`src/rtl/melody_pkg.sv`:
```
`default_nettype none
// ============================================================================
// Module   : melody_pkg
// Brief    : State/entry types, note codes, 50 MHz half-period LUT and song ROM
//            shared by the melody player.
// Revision : 1.0
// ============================================================================
package melody_pkg;

    typedef enum logic [1:0] {
        IDLE = 2'd0,
        PLAY = 2'd1,
        GAP  = 2'd2,
        DONE = 2'd3
    } state_t;

    typedef struct packed {
        logic [4:0] note;
        logic [2:0] beats;
    } entry_t;

    localparam logic [4:0] NOTE_REST = 5'd0;
    localparam logic [4:0] NOTE_C4   = 5'd1;
    localparam logic [4:0] NOTE_D4   = 5'd2;
    localparam logic [4:0] NOTE_E4   = 5'd3;
    localparam logic [4:0] NOTE_F4   = 5'd4;
    localparam logic [4:0] NOTE_G4   = 5'd5;
    localparam logic [4:0] NOTE_A4   = 5'd6;
    localparam logic [4:0] NOTE_B4   = 5'd7;
    localparam logic [4:0] NOTE_C5   = 5'd8;
    localparam logic [4:0] NOTE_D5   = 5'd9;
    localparam logic [4:0] NOTE_E5   = 5'd10;
    localparam logic [4:0] NOTE_F5   = 5'd11;
    localparam logic [4:0] NOTE_G5   = 5'd12;
    localparam logic [4:0] NOTE_A5   = 5'd13;
    localparam logic [4:0] NOTE_B5   = 5'd14;
    localparam logic [4:0] NOTE_C6   = 5'd15;
    localparam logic [4:0] NOTE_D6   = 5'd16;
    localparam logic [4:0] NOTE_E6   = 5'd17;
    localparam logic [4:0] NOTE_F6   = 5'd18;
    localparam logic [4:0] NOTE_G6   = 5'd19;
    localparam logic [4:0] NOTE_A6   = 5'd20;
    localparam logic [4:0] NOTE_B6   = 5'd21;
    localparam logic [4:0] NOTE_END  = 5'd31;

    // Half-period in 50 MHz cycles: 25e6 / f, rounded.
    function automatic logic [31:0] lut_half(input logic [4:0] note);
        case (note)
            NOTE_C4: lut_half = 32'd95556;
            NOTE_D4: lut_half = 32'd85131;
            NOTE_E4: lut_half = 32'd75843;
            NOTE_F4: lut_half = 32'd71586;
            NOTE_G4: lut_half = 32'd63776;
            NOTE_A4: lut_half = 32'd56818;
            NOTE_B4: lut_half = 32'd50619;
            NOTE_C5: lut_half = 32'd47778;
            NOTE_D5: lut_half = 32'd42566;
            NOTE_E5: lut_half = 32'd37921;
            NOTE_F5: lut_half = 32'd35793;
            NOTE_G5: lut_half = 32'd31888;
            NOTE_A5: lut_half = 32'd28409;
            NOTE_B5: lut_half = 32'd25310;
            NOTE_C6: lut_half = 32'd23889;
            NOTE_D6: lut_half = 32'd21283;
            NOTE_E6: lut_half = 32'd18961;
            NOTE_F6: lut_half = 32'd17896;
            NOTE_G6: lut_half = 32'd15944;
            NOTE_A6: lut_half = 32'd14205;
            NOTE_B6: lut_half = 32'd12655;
            default: lut_half = 32'd0;
        endcase
    endfunction

    function automatic logic [31:0] half_period(input logic [4:0] note,
                                                input int unsigned div);
        logic [31:0] q;
        q = lut_half(note) / div;
        half_period = (q == 32'd0) ? 32'd1 : q;
    endfunction

    function automatic logic [31:0] dur_cycles(input logic [2:0] beats,
                                               input int unsigned beat_cycles,
                                               input int unsigned gap_cycles);
        dur_cycles = (32'(beats) + 32'd1) * beat_cycles - gap_cycles;
    endfunction

    function automatic entry_t rom_entry(input logic [4:0] idx);
        case (idx)
            5'd0:    rom_entry = '{note: NOTE_E5,   beats: 3'd0};
            5'd1:    rom_entry = '{note: NOTE_G5,   beats: 3'd0};
            5'd2:    rom_entry = '{note: NOTE_REST, beats: 3'd0};
            5'd3:    rom_entry = '{note: NOTE_C6,   beats: 3'd1};
            default: rom_entry = '{note: NOTE_END,  beats: 3'd0};
        endcase
    endfunction

endpackage
`default_nettype wire

```
`src/rtl/melody_player_tone_gen.sv`:
```
`default_nettype none
// ============================================================================
// Module   : tone_gen
// Brief    : Half-period down-counter and toggle flop; idles high when muted.
// Revision : 1.0
// ============================================================================
module tone_gen (
    input  logic        clk,
    input  logic        rst,
    input  logic        load,
    input  logic [31:0] half_period,
    input  logic        mute,
    output logic        out
);

    logic [31:0] r_cnt;
    logic        r_tog;

    always_ff @(posedge clk) begin
        if (rst) begin
            r_cnt <= '0;
            r_tog <= 1'b1;
        end else if (load) begin
            r_cnt <= half_period;
            r_tog <= 1'b1;
        end else if (mute) begin
            r_tog <= 1'b1;
        end else if (r_cnt == 32'd0) begin
            r_cnt <= half_period;
            r_tog <= ~r_tog;
        end else begin
            r_cnt <= r_cnt - 32'd1;
        end
    end

    assign out = r_tog;

endmodule
`default_nettype wire

```
`src/rtl/melody_player.sv`:
```
`default_nettype none
// ============================================================================
// Module   : melody_player
// Brief    : Victory-melody sequencer feeding the buzzer path. Define
//            MELODY_LOOP_EN to repeat the song while en stays high.
// Revision : 1.0
// ============================================================================
module melody_player
    import melody_pkg::*;
#(
    parameter int unsigned BEAT_CYCLES = 6250000,
    parameter int unsigned GAP_CYCLES  = 500000,
    parameter int unsigned TONE_DIV    = 1,
    parameter int unsigned SONG_LEN    = 32
) (
    input  logic       clk,
    input  logic       rst,
    input  logic       en,
    output logic       out,
    output logic       busy,
    output logic [4:0] note_idx
);

`ifdef MELODY_LOOP_EN
    localparam bit LOOP_EN = 1'b1;
`else
    localparam bit LOOP_EN = 1'b0;
`endif

    state_t      r_state, w_state_nxt;
    logic [4:0]  r_idx, w_idx_nxt, w_idx_inc;
    logic [31:0] r_dur, w_dur_nxt;
    logic [31:0] r_gap, w_gap_nxt;
    logic        w_load, w_song_end, w_mute;
    entry_t      w_cur, w_first, w_next_entry, w_entry_sel;
    logic [31:0] w_hp;

    assign w_cur        = rom_entry(r_idx);
    assign w_first      = rom_entry(5'd0);
    assign w_idx_inc    = r_idx + 5'd1;
    assign w_next_entry = rom_entry(w_idx_inc);
    assign w_song_end   = (r_idx == 5'(SONG_LEN - 1)) || (w_next_entry.note == NOTE_END);

    always_comb begin
        w_state_nxt = r_state;
        w_idx_nxt   = r_idx;
        w_dur_nxt   = r_dur;
        w_gap_nxt   = r_gap;
        w_load      = 1'b0;
        w_entry_sel = w_cur;

        case (r_state)
            IDLE: begin
                if (en) begin
                    w_idx_nxt = 5'd0;
                    if (w_first.note == NOTE_END) begin
                        // Empty song: nothing to play, so never enter PLAY.
                        w_state_nxt = LOOP_EN ? IDLE : DONE;
                    end else begin
                        w_state_nxt = PLAY;
                        w_load      = 1'b1;
                        w_entry_sel = w_first;
                    end
                end
            end
            PLAY: begin
                if (!en) begin
                    w_state_nxt = IDLE;
                    w_idx_nxt   = 5'd0;
                end else begin
                    w_dur_nxt = (r_dur != 32'd0) ? r_dur - 32'd1 : 32'd0;
                    if (r_dur <= 32'd1) begin
                        w_state_nxt = GAP;
                        w_gap_nxt   = GAP_CYCLES;
                    end
                end
            end
            GAP: begin
                if (!en) begin
                    w_state_nxt = IDLE;
                    w_idx_nxt   = 5'd0;
                end else begin
                    w_gap_nxt = (r_gap != 32'd0) ? r_gap - 32'd1 : 32'd0;
                    if (r_gap <= 32'd1) begin
                        if (!w_song_end) begin
                            w_state_nxt = PLAY;
                            w_idx_nxt   = w_idx_inc;
                            w_load      = 1'b1;
                            w_entry_sel = w_next_entry;
                        end else if (LOOP_EN) begin
                            w_state_nxt = PLAY;
                            w_idx_nxt   = 5'd0;
                            w_load      = 1'b1;
                            w_entry_sel = w_first;
                        end else begin
                            w_state_nxt = DONE;
                            w_idx_nxt   = w_idx_inc;
                        end
                    end
                end
            end
            DONE: begin
                if (!en) begin
                    w_state_nxt = IDLE;
                    w_idx_nxt   = 5'd0;
                end
            end
            default: begin
                w_state_nxt = IDLE;
                w_idx_nxt   = 5'd0;
            end
        endcase

        if (w_load) begin
            w_dur_nxt = dur_cycles(w_entry_sel.beats, BEAT_CYCLES, GAP_CYCLES);
        end
    end

    always_ff @(posedge clk) begin
        if (rst) begin
            r_state <= IDLE;
            r_idx   <= 5'd0;
            r_dur   <= '0;
            r_gap   <= '0;
        end else begin
            r_state <= w_state_nxt;
            r_idx   <= w_idx_nxt;
            r_dur   <= w_dur_nxt;
            r_gap   <= w_gap_nxt;
        end
    end

    // Muting is decided on the next state so out is already high on the
    // first GAP/IDLE cycle, with no combinational path to the buzzer.
    assign w_hp   = half_period(w_entry_sel.note, TONE_DIV);
    assign w_mute = (w_state_nxt != PLAY) || (w_cur.note == NOTE_REST);

    tone_gen u_tone (
        .clk         (clk),
        .rst         (rst),
        .load        (w_load),
        .half_period (w_hp),
        .mute        (w_mute),
        .out         (out)
    );

    assign busy     = (r_state == PLAY) || (r_state == GAP);
    assign note_idx = r_idx;

endmodule
`default_nettype wire

```
`config.mk`:
```
export PLATFORM = sky130hd
export DESIGN_NAME = melody_player
export DESIGN_NICKNAME = d
export VERILOG_FILES = /design/src/rtl/melody_pkg.sv /design/src/rtl/melody_player_tone_gen.sv /design/src/rtl/melody_player.sv
export SDC_FILE = /design/constraint.sdc
export NUM_CORES = 1
export LEC_CHECK = 0
export ABC_CLOCK_PERIOD_IN_PS = 6360
export CORE_AREA = 5 5 103 129
export CTS_CLUSTER_SIZE = 12
export DETAILED_ROUTE_END_ITERATION = 8
export DIE_AREA = 0 0 108 134
export PLACE_DENSITY = 0.71
export SKIP_CTS_REPAIR_TIMING = 1
export SYNTH_ARGS = -nofsm -noshare
export SYNTH_HDL_FRONTEND = slang
export SYNTH_SLANG_ARGS = --single-unit
```
`constraint.sdc`:
```
create_clock -name clk -period 6.36 [get_ports clk]
set_clock_uncertainty 0.2 [all_clocks]
set_input_delay 1.59 -clock clk [delete_from_list [all_inputs] [get_ports clk]]
set_output_delay 1.59 -clock clk [all_outputs]
set_load 0.1 [all_outputs]
```
Word-level counts from Yosys, hierarchy flattened

Memories as Yosys holds them, arrays and structs flattened.
Index checks and enable logic that the tools add are counted.

Register bits: 104
Latch bits: 0
Memory bits (writable): 0
Memory bits (read-only): 544
Input port bits: 3
Output and inout port bits: 7
Word-level logic and storage cells: 93
Memories: 1

Add/subtract/negate cells: 6
Multipliers: 1
Divide/modulo/power cells: 0
Magnitude comparators: 2
Equality and inequality tests: 19
Shifts and indexed selects: 0
Muxes and demuxes: 38
Bitwise operators: 1
Reduce and logical (&&, ||, !) cells: 19

Memory list:

| memory           | depth | width | rd ports | clocked after memory_dff | wr ports | RTL line         | RTL |
|---|---|---|---|---|---|---|---|
| (name not given) | 32    | 17    | 1        | 0                        | 0        | melody_pkg.sv:48 | `case (note)` |

Operator list:

| operator                                                        | number |
|---|---|
| two-way mux 32 bit                                              | 12 |
| subtractor 32 x 1 -> 32 bit, second input constant              | 3 |
| less-or-equal comparator 32 x 1 -> 1 bit, second input constant | 2 |
| zero test 32 bit                                                | 2 |
| one-hot mux 32 bit (2 select lines)                             | 1 |
| one-hot mux 8 bit (4 select lines)                              | 2 |
| nonzero test 32 bit                                             | 2 |
| two-way mux 8 bit                                               | 4 |
| subtractor 27 x 19 -> 28 bit, second input constant             | 1 |
| multiplier 4 x 19 -> 23 bit, second input constant              | 1 |
| equality test 5 x 2 -> 1 bit, second input constant             | 4 |
| two-way mux 5 bit                                               | 4 |
| one-hot mux 8 bit (2 select lines)                              | 1 |
| zero test 5 bit                                                 | 3 |
| one-hot mux 5 bit (3 select lines)                              | 1 |
| two-way mux 2 bit                                               | 7 |
| equality test 5 x 1 -> 1 bit, second input constant             | 2 |
| equality test 5 bit, second input constant                      | 2 |
| inequality test 2 bit, second input constant                    | 5 |
| one-hot mux 2 bit (4 select lines)                              | 1 |
| nonzero test 2 bit                                              | 3 |
| adder 5 x 1 -> 5 bit, second input constant                     | 1 |
| adder 3 x 1 -> 4 bit, second input constant                     | 1 |
| equality test 2 bit, second input constant                      | 2 |
| other kinds (13)                                                | 19 |

Longest topological paths before layout

Gate-level depths: netlist of run 1.
An unclocked memory read counts as a cell.

Depth after elaboration: 15
Gate-level depth with buffers: 15
Mapped depth without buffers: 14

Modules after synthesis

From an unflattened synthesis of run 1, not the netlist that was laid out.

Cells, all modules: 931
Area, all modules: 6981.7 um^2

Modules (own cells, without submodules):

| module        | instances | cells each | area each (um^2) | sequential area each (um^2) |
|---|---|---|---|---|
| melody_player | 1         | 637        | 4739.5           | 1421.4 |
| tone_gen      | 1         | 294        | 2242.2           | 660.6 |

Worst setup path after synthesis of run 1

OpenSTA, ideal clock, no wires.

Path type: reg2reg
From: reg r_idx[1] (netlist: note_idx[1])
To: reg u_tone.r_cnt[10]
Data arrival time: 4.519 ns
Required time: 6.086 ns
Setup slack: 1.567 ns
Cell stages (with the launch flop): 14
Clock period less this slack: 4.793 ns
Path through: dfxtp_1 > ha_1 > and3_1 > ha_1 > a2111oi_0 > clkbuf_1 > nand2_1 > a311oi_1 > inv_1 > ha_1 > inv_1 > nor2_1 > or4_1 > a31oi_1

Cells in the longest elaborated chain, start to end: 15

Ends and longest elaborated chain:

| what                                                       | RTL line                     | RTL |
|---|---|---|
| from (decl)                                                | melody_player.sv:31          | `logic [4:0] r_idx, w_idx_nxt, w_idx_inc;` |
| from (signal assigned)                                     | melody_player.sv:127         | `r_idx <= w_idx_nxt;` |
| adder 5 x 1 -> 5 bit                                       | melody_player.sv:40          | `assign w_idx_inc = r_idx + 5'd1;` |
| equality test 5 x 2 -> 1 bit, or another cell as far along | melody_pkg.sv:88             | `case (idx)` |
| one-hot mux 8 bit (4 select lines)                         | melody_pkg.sv:88             |  |
| equality test 5 bit                                        | melody_player.sv:42          | `assign w_song_end = (r_idx == 5'(SONG_LEN - 1)) \|\| (w_next_entry.note == NOTE_END);` |
| logical OR 1 bit                                           | melody_player.sv:42          |  |
| two-way mux 8 bit                                          | melody_player.sv:85          | `if (!w_song_end) begin` |
| two-way mux 8 bit                                          | melody_player.sv:84          | `if (r_gap <= 32'd1) begin` |
| two-way mux 8 bit                                          | melody_player.sv:79          | `if (!en) begin` |
| one-hot mux 8 bit (2 select lines)                         | melody_player.sv:52          | `case (r_state)` |
| memory (32 x 17 bit)                                       | n/a                          |  |
| zero test 32 bit                                           | melody_pkg.sv:78             | `half_period = (q == 32'd0) ? 32'd1 : q;` |
| two-way mux 32 bit                                         | melody_pkg.sv:78             |  |
| two-way mux 32 bit                                         | melody_player_tone_gen.sv:28 | `end else if (r_cnt == 32'd0) begin` |
| two-way mux 32 bit                                         | melody_player_tone_gen.sv:26 | `end else if (mute) begin` |
| two-way mux 32 bit                                         | melody_player_tone_gen.sv:23 | `end else if (load) begin` |
| to (signal assigned)                                       | melody_player_tone_gen.sv:24 | `r_cnt <= half_period;` |
| to (signal assigned)                                       | melody_player_tone_gen.sv:29 | `r_cnt <= half_period;` |
| to (signal assigned)                                       | melody_player_tone_gen.sv:32 | `r_cnt <= r_cnt - 32'd1;` |
| to (decl)                                                  | melody_player_tone_gen.sv:16 | `logic [31:0] r_cnt;` |

Parallel ways exist; a longest one is shown, timed or not. The select of a mux whose other input is x is not followed.
A chain may end at the register's enable or synchronous reset.

Final worst setup path of run 1

From: reg r_gap[22]
To: reg u_tone.r_cnt[22]

Cells in the longest elaborated chain, start to end: 7

Ends and longest elaborated chain:

| what                                            | RTL line             | RTL |
|---|---|---|
| from (decl)                                     | melody_player.sv:33  | `logic [31:0] r_gap, w_gap_nxt;` |
| from (signal assigned)                          | melody_player.sv:129 | `r_gap <= w_gap_nxt;` |
| less-or-equal comparator 32 x 1 -> 1 bit (*)    | melody_player.sv:84  |  |
| two-way mux 2 bit                               | melody_player.sv:84  |  |
| two-way mux 2 bit                               | melody_player.sv:79  |  |
| one-hot mux 2 bit (4 select lines)              | melody_player.sv:52  |  |
| inequality test 2 x 1 -> 1 bit                  | melody_player.sv:136 | `assign w_mute = (w_state_nxt != PLAY) \|\| (w_cur.note == NOTE_REST);` |
| logical OR 1 bit                                | melody_player.sv:136 |  |
| inequality test 2 x 1 -> 1 bit (no source line) | n/a                  |  |

Mark *: on every way between the ends. The rest lies on a longest branch, timed or not.

==> results of run 1 <==
==> logic make-up (layout without fill, tap and decap cells) <==
kind of cell,count (synthesis),after routing
flops,104,104
mux,2,2
xor+xnor,37,37
simple gates,404,404
fa+ha+maj,24,24
buf+inv,59,50
compound gates,236,236
==> per-stage QoR <==
step	worst slack, ps	power [W]	instance area, sq um
3_3_place_gp	1410	0.00174	6670
4_1_cts	1580	0.00227	6910
2_1_floorplan	1570	0.00158	6480
5_1_grt	1270	0.00243	6910
3_5_place_dp	1300	0.00177	6670
6_report	1590	0.00227	6910
==> registers in the layout, summed over array words and instances, names as in the netlist <==
register	count
r_state	2
r_dur	32
note_idx	5
u_tone.r_cnt	32
r_gap	32
u_tone.out	1
==> area by class of cell <==
class	count	area share [%]
repair buffers	17	2.10
clock buffers	11	3.37
clock inverters	2	0.145
multi-input cells	703	60.0
flip-flops and latches	104	30.1
well taps	164	2.97
inverters	20	1.27
==> power by group <==
group	internal [W]	switching (W)
clock network	0.000258	0.000236
registers	0.000725	0.0000791
logic	0.000351	0.000619
==> per-layer routing <==
layer  vias to the layer above  GRT usage [%]
li1                       3138              -
met1                      2987           27.7
met2                       156           41.3
met3                        27           4.04
met4                         0           7.72
met5                         -              0
==> synth_stat cells, types with 3 or more instances <==
master | number | share of area [%]
a21o_1 | 5 | 0.58
or2_2 | 7 | 0.68
nor3_1 | 50 | 3.9
a311oi_1 | 6 | 0.81
a21boi_0 | 3 | 0.35
inv_1 | 19 | 1.1
o21ai_0 | 78 | 6.0
and2_1 | 4 | 0.39
nand3b_1 | 6 | 0.70
o31ai_1 | 3 | 0.35
xor2_1 | 13 | 1.8
a211o_1 | 3 | 0.41
buf_6 | 3 | 0.52
ha_1 | 24 | 4.6
a31oi_1 | 10 | 0.97
buf_2 | 7 | 0.54
nor4_1 | 36 | 3.5
nor2_1 | 137 | 7.9
a31o_2 | 4 | 0.54
a211oi_1 | 9 | 1.0
nor4b_1 | 4 | 0.54
nand2b_1 | 6 | 0.58
nor3b_1 | 6 | 0.70
or3_1 | 17 | 1.6
clkbuf_1 | 27 | 1.6
nor2b_1 | 3 | 0.29
xnor2_1 | 24 | 3.2
and3_1 | 5 | 0.48
o211ai_1 | 5 | 0.58
nand2_1 | 67 | 3.9
nand3_1 | 23 | 1.8
a2111oi_0 | 3 | 0.41
or4_1 | 15 | 1.7
a21oi_1 | 77 | 5.9
dfxtp_1 | 104 | 32
nand4_1 | 8 | 0.77
o21a_1 | 4 | 0.46
==> worst max-delay path: stages (launching register included) <==
cell and delay [ps]:
dfxtp_1 350, or4_4 560, or4b_1 690, nor4_4 750
and2_1 310, o21ai_1 250, nor3_2 1040, o31ai_1 180
a311oi_1 330
==> worst paths after layout <==
| kind | startpoint | to | slack [ps] |
|---|---|---|---|
| setup reg to reg | r_gap[22] | u_tone.r_cnt[22] | 1590 |
| hold / removal | r_dur[15] | r_dur[15] | 260 |
| hold reg to reg | r_dur[15] | r_dur[15] | 260 |
| setup / recovery | r_gap[22] | u_tone.r_cnt[22] | 1590 |
==> results.py, run 1 <==
metrics = {
    "status": {
        "run_status": "finished clean",
    },
    "routing": {
        "via_count": 6308,
        "highest_layer": "met4",
        "drt-met1-wl_um": 7080,
        "ant_nets": 0,
        "first_iter_violations": 449,
        "wl_per_cell_um": 16.2,
        "wl_met2_um": 8380,
        "vias_per_cell": 6.18,
        "remaining_drc_errors": 0,
        "routed_wirelength_um": 16600,
        "dr.pass1.iters": 6,
        "met3_length_um": 787,
    },
    "finish": {
        "final_nets": 882,
        "final-seq-area_sq_mm": 0.00208,
        "layout_common_cells": "nor2_1, dfxtp_1, o21ai_0, a21oi_1, nand2_1",
        "multi_input_area_sq_mm": 0.00415,
        "utilization_pct": 57.9,
        "layout.cells.non_filler": 1021,
        "synthToLayoutAreaGrowth_pct": 6.60,
        "layout_commonest_cell": "nor2_1",
        "drive_above_1_share_pct": 5.60,
        "fillerInstances": 1144,
        "diodes": 0,
    },
    "sta": {
        "slew_headroom_pct": 16.8,
        "fin_crit_ps": 4770,
        "setup_viol": 0,
        "rsz0062_at_grt": "false",
        "timing.final.crit_share_pct": 75.0,
        "drv_slew": 0,
        "fin_tns_setup_ps": 0,
        "max_slew.worst_pin.slew_ps": 1240,
        "hold_viol_final": 0,
        "clock.fmax_mhz": 210,
        "holdWs_ps": 257,
    },
    "yosys": {
        "postSynthAreaPerCell_sq_um": 7.48,
        "yosysSeqAreaShare_pct": 32.1,
        "synth_xor_area_share_pct": 5.00,
        "syn_nets": 893,
        "yosys.area_share.simple_pct": 31.6,
        "ys_types": 65,
        "muxShareOfSynthArea_pct": 0.309,
        "synth_compound_area_share_pct": 22.3,
        "synthFlopType": "dfxtp_1",
        "synthAdderAreaFrac_pct": 4.63,
        "ys_warn_count": 0,
        "synth-edff-count": 0,
        "syn_area_sq_mm": 0.00648,
        "synth_top_family_by_area": "simple AND/OR/NAND/NOR gates",
        "syn_inst": 866,
        "ys_ff_latch": 104,
        "synth-async-reset-ratio_pct": 0,
    },
    "critical_path": {
        "arrival_ps": 4830,
        "critPathLaunchType": "flip-flop",
        "r2r_cells": 8,
        "crit_type": "reg -> reg",
        "required_ps": 6420,
        "endpoint_kind": "flip-flop",
        "worstPathMaxFanout": 21,
    },
    "placement": {
        "gp_congestion": 0.946,
        "placed_cells": 1008,
        "post-dp-hpwl_um": 11700,
        "port_buffers": 9,
    },
    "floorplan": {
        "die_w_um": 108,
        "dieArea_sq_mm": 0.0145,
        "num_io_pins": 10,
        "start_util_pct": 54.3,
        "rows": 45,
        "coreArea_sq_mm": 0.0119,
        "die_y_um": 134,
    },
    "clock_tree": {
        "cts_tree": "yes",
        "root_buffer": "clkbuf_16",
        "cts_buffer_depth": 2,
        "cts.sinks": 104,
        "insertion_delay_ps": 350,
        "cts.clk_slew.worst_paths_ps": 70,
        "cts_buffers": 9,
        "h-tree-depth": 3,
    },
    "global_routing": {
        "grt_usage_pct": 23.1,
        "grt_pass1_vias": 5873,
        "grt_pass1_wl_um": 27600,
        "grt_max_degree": 48,
        "overflow": 0,
        "antenna_found_initial": 0,
    },
    "power_and_ir_drop": {
        "vdd_ir_drop_max_mv": 0.192,
        "cellLeakagePower_nw": 2.53,
        "power_density_mw_per_mm2": 328,
    },
    "job": {
        "drv_cap": 0,
    },
    "min_path": {
        "hold_class": "reg -> reg",
        "whs_path_depth": 2,
    },
}
Power figures use the tool's default switching activity.
==> run 2, diff against run 1 <==
ABC_CLOCK_PERIOD_IN_PS = 4500   (was 6360)
clock period = 4.5 ns   (was 6.36 ns; I/O delays follow)
==> run 2 against run 1 <==
Effect of this change:
- die area unchanged
- core utilization increased by 1.5 points
- non-clock buffer count increased by 16
- critical path depth increased by 3
- sequential cell count unchanged
- via count increased by 2.5%
- hold slack about the same
- global-route usage increased by 0.68 points
- routed wire length increased by 2.6%
- critical path type unchanged
- critical endpoint is now u_tone.r_cnt[10]
==> results.py, run 2 (same netlist as run 1, synthesis figures left out) <==
metrics = {
    "status": {
        "run_status": "finished clean",
    },
    "power_and_ir_drop": {
        "netSwitchingPower_w": 0.00139,
        "pwr-share-clk_pct": 24.0,
        "cellLeakagePower_nw": 2.64,
        "power_density_mw_per_mm2": 480,
        "vdd_ir_drop_max_mv": 0.264,
        "intPower_w": 0.00201,
        "switching_share_pct": 40.9,
        "comb_power_share_pct": 42.7,
        "sequentialPowerShare_pct": 33.3,
    },
    "clock_tree": {
        "cts.sinks": 104,
        "h-tree-depth": 3,
        "cts_buffer_depth": 2,
        "root_buffer": "clkbuf_16",
        "cts.clk_slew.worst_paths_ps": 70,
        "insertion_delay_ps": 360,
        "cts_buffers": 9,
        "cts_tree": "yes",
    },
    "global_routing": {
        "grt_busiest_layer": "met2",
        "grtUsageMet1_pct": 28.6,
        "grt_max_degree": 35,
        "grt_pass1_vias": 6079,
        "grt_pass1_wl_um": 28600,
        "met3_usage_pct": 3.13,
        "met2_usage_pct": 42.2,
        "grt_usage_pct": 23.8,
        "overflow": 0,
        "antenna_found_initial": 0,
    },
    "floorplan": {
        "rows": 45,
        "dieArea_sq_mm": 0.0145,
        "start_util_pct": 54.3,
        "num_io_pins": 10,
        "die_w_um": 108,
        "coreArea_sq_mm": 0.0119,
        "die_y_um": 134,
    },
    "finish": {
        "layout_commonest_cell": "nor2_1",
        "synthToLayoutAreaGrowth_pct": 9.40,
        "drive_above_1_share_pct": 8.22,
        "final_nets": 898,
        "reg_top3": "r_dur: 32 flops, r_gap: 32 flops, u_tone.r_cnt: 32 flops",
        "diodes": 0,
        "layout_common_cells": "nor2_1, dfxtp_1, o21ai_0, a21oi_1, nand2_1",
    },
    "routing": {
        "via_count": 6468,
        "dr.pass1.iters": 5,
        "remaining_drc_errors": 0,
        "routed_wirelength_um": 17000,
        "ant_nets": 0,
        "first_iter_violations": 462,
        "wl_per_cell_um": 16.3,
        "vias_per_cell": 6.22,
    },
    "sta": {
        "setup_viol": 0,
        "timing.final.crit_share_pct": 89.4,
        "hold_viol_final": 0,
        "rsz0062_at_grt": "false",
        "fin_crit_ps": 4020,
        "clock.fmax_mhz": 249,
        "fin_tns_setup_ps": 0,
        "holdWs_ps": 257,
        "slew_headroom_pct": 35.1,
        "fin_ws_ps": 477,
        "max_slew.worst_pin.slew_ps": 970,
        "drv_slew": 0,
    },
    "job": {
        "drv_cap": 0,
    },
    "placement": {
        "dpl_worst_slack_ps": 348,
        "post-dp-hpwl_um": 12200,
        "gp_congestion": 0.921,
        "port_buffers": 9,
    },
    "critical_path": {
        "crit_start": "r_gap[22]",
        "reg2reg_to": "u_tone.r_cnt[10]",
        "crit_top_cell": "inv_1",
        "path_cells": "or4_4, or4b_1, nor4_1, nand2_1, a311oi_1, inv_1, ha_1, inv_1, nor2_1, or4_1, a31oi_1",
        "arrival_ps": 4110,
        "max_stage_delay_ps": 600,
        "cpMaxStageDelayCell": "or4b_1",
        "required_ps": 4590,
        "reg2reg_slack_ps": 480,
        "worstPathMaxFanout": 5,
        "crit_type": "reg -> reg",
        "r2r_cells": 11,
        "cp-endpoint": "u_tone.r_cnt[10]",
        "endpoint_kind": "flip-flop",
        "critPathLaunchType": "flip-flop",
        "r2r-start": "r_gap[22]",
    },
    "min_path": {
        "hold_class": "reg -> reg",
        "hold_start": "r_dur[15]",
    },
}
-- run 2: cell types whose count changed in the layout (fill, tap and decap cells not counted), sizes merged --
cell	before	now
clkdlybuf4s50	8	7
inv	19	21
clkinv	3	5
bufinv	0	1
clkbuf	11	9
buf	9	26
-- run 2: cell type report --
class                           count  area [sq um]
Fill cell                        1106          4850
Multi-Input combinational cell    703          4150
Sequential cell                   104          2080
Timing Repair Buffer               33           263
Clock buffer                        9           225
Tap cell                          164           205
Inverter                           20          87.6
Clock inverter                      7          78.8
-- run 2: layer usage --
layer | up-vias | share of wire (%)
met2 | 177 | 51
met1 | 3081 | 42
met4 | 0 | 2.6
met3 | 37 | 3.9
li1 | 3173 | -
met5 | - | 0
-- run 2: how the worst min path moves through the flow --
stage,endpoint,depth (start not counted)
2_1_floorplan,r_dur[13],2
6_report,r_dur[15],2
3_3_place_gp,r_dur[15],2
4_1_cts,r_dur[13],2
5_1_grt,r_dur[15],2
3_5_place_dp,r_dur[13],2
-- run 2: critical path, delay by kind of cell (launching register included) --
family / cells / cell delay (ps)
compound gates: 2 / 510
fa+ha+maj: 1 / 380
buf+inv: 2 / 280
flops: 1 / 350
simple gates: 6 / 2220
-- run 2: power groups by stage --
stage | Clock, W | Sequential [W] | Combinational [W]
5_1_grt | 0.000867 | 0.00115 | 0.00161
3_5_place_dp | 0 | 0.00115 | 0.00143
2_1_floorplan | 0 | 0.00113 | 0.00111
3_3_place_gp | 0 | 0.00114 | 0.00139
6_report | 0.000816 | 0.00113 | 0.00145
4_1_cts | 0.000827 | 0.00113 | 0.00144
-- run 2: stage by stage --
stage | cells | utilization, % | instance area [sq um] | power, W
6_report | 1040 | 59.4 | 7090 | 0.00340
5_1_grt | 1040 | 59.4 | 7090 | 0.00363
4_1_cts | 1040 | 59.4 | 7090 | 0.00340
3_5_place_dp | 1024 | 56.8 | 6790 | 0.00258
3_3_place_gp | 1024 | 56.8 | 6790 | 0.00253
2_1_floorplan | 866 | - | 6480 | 0.00224
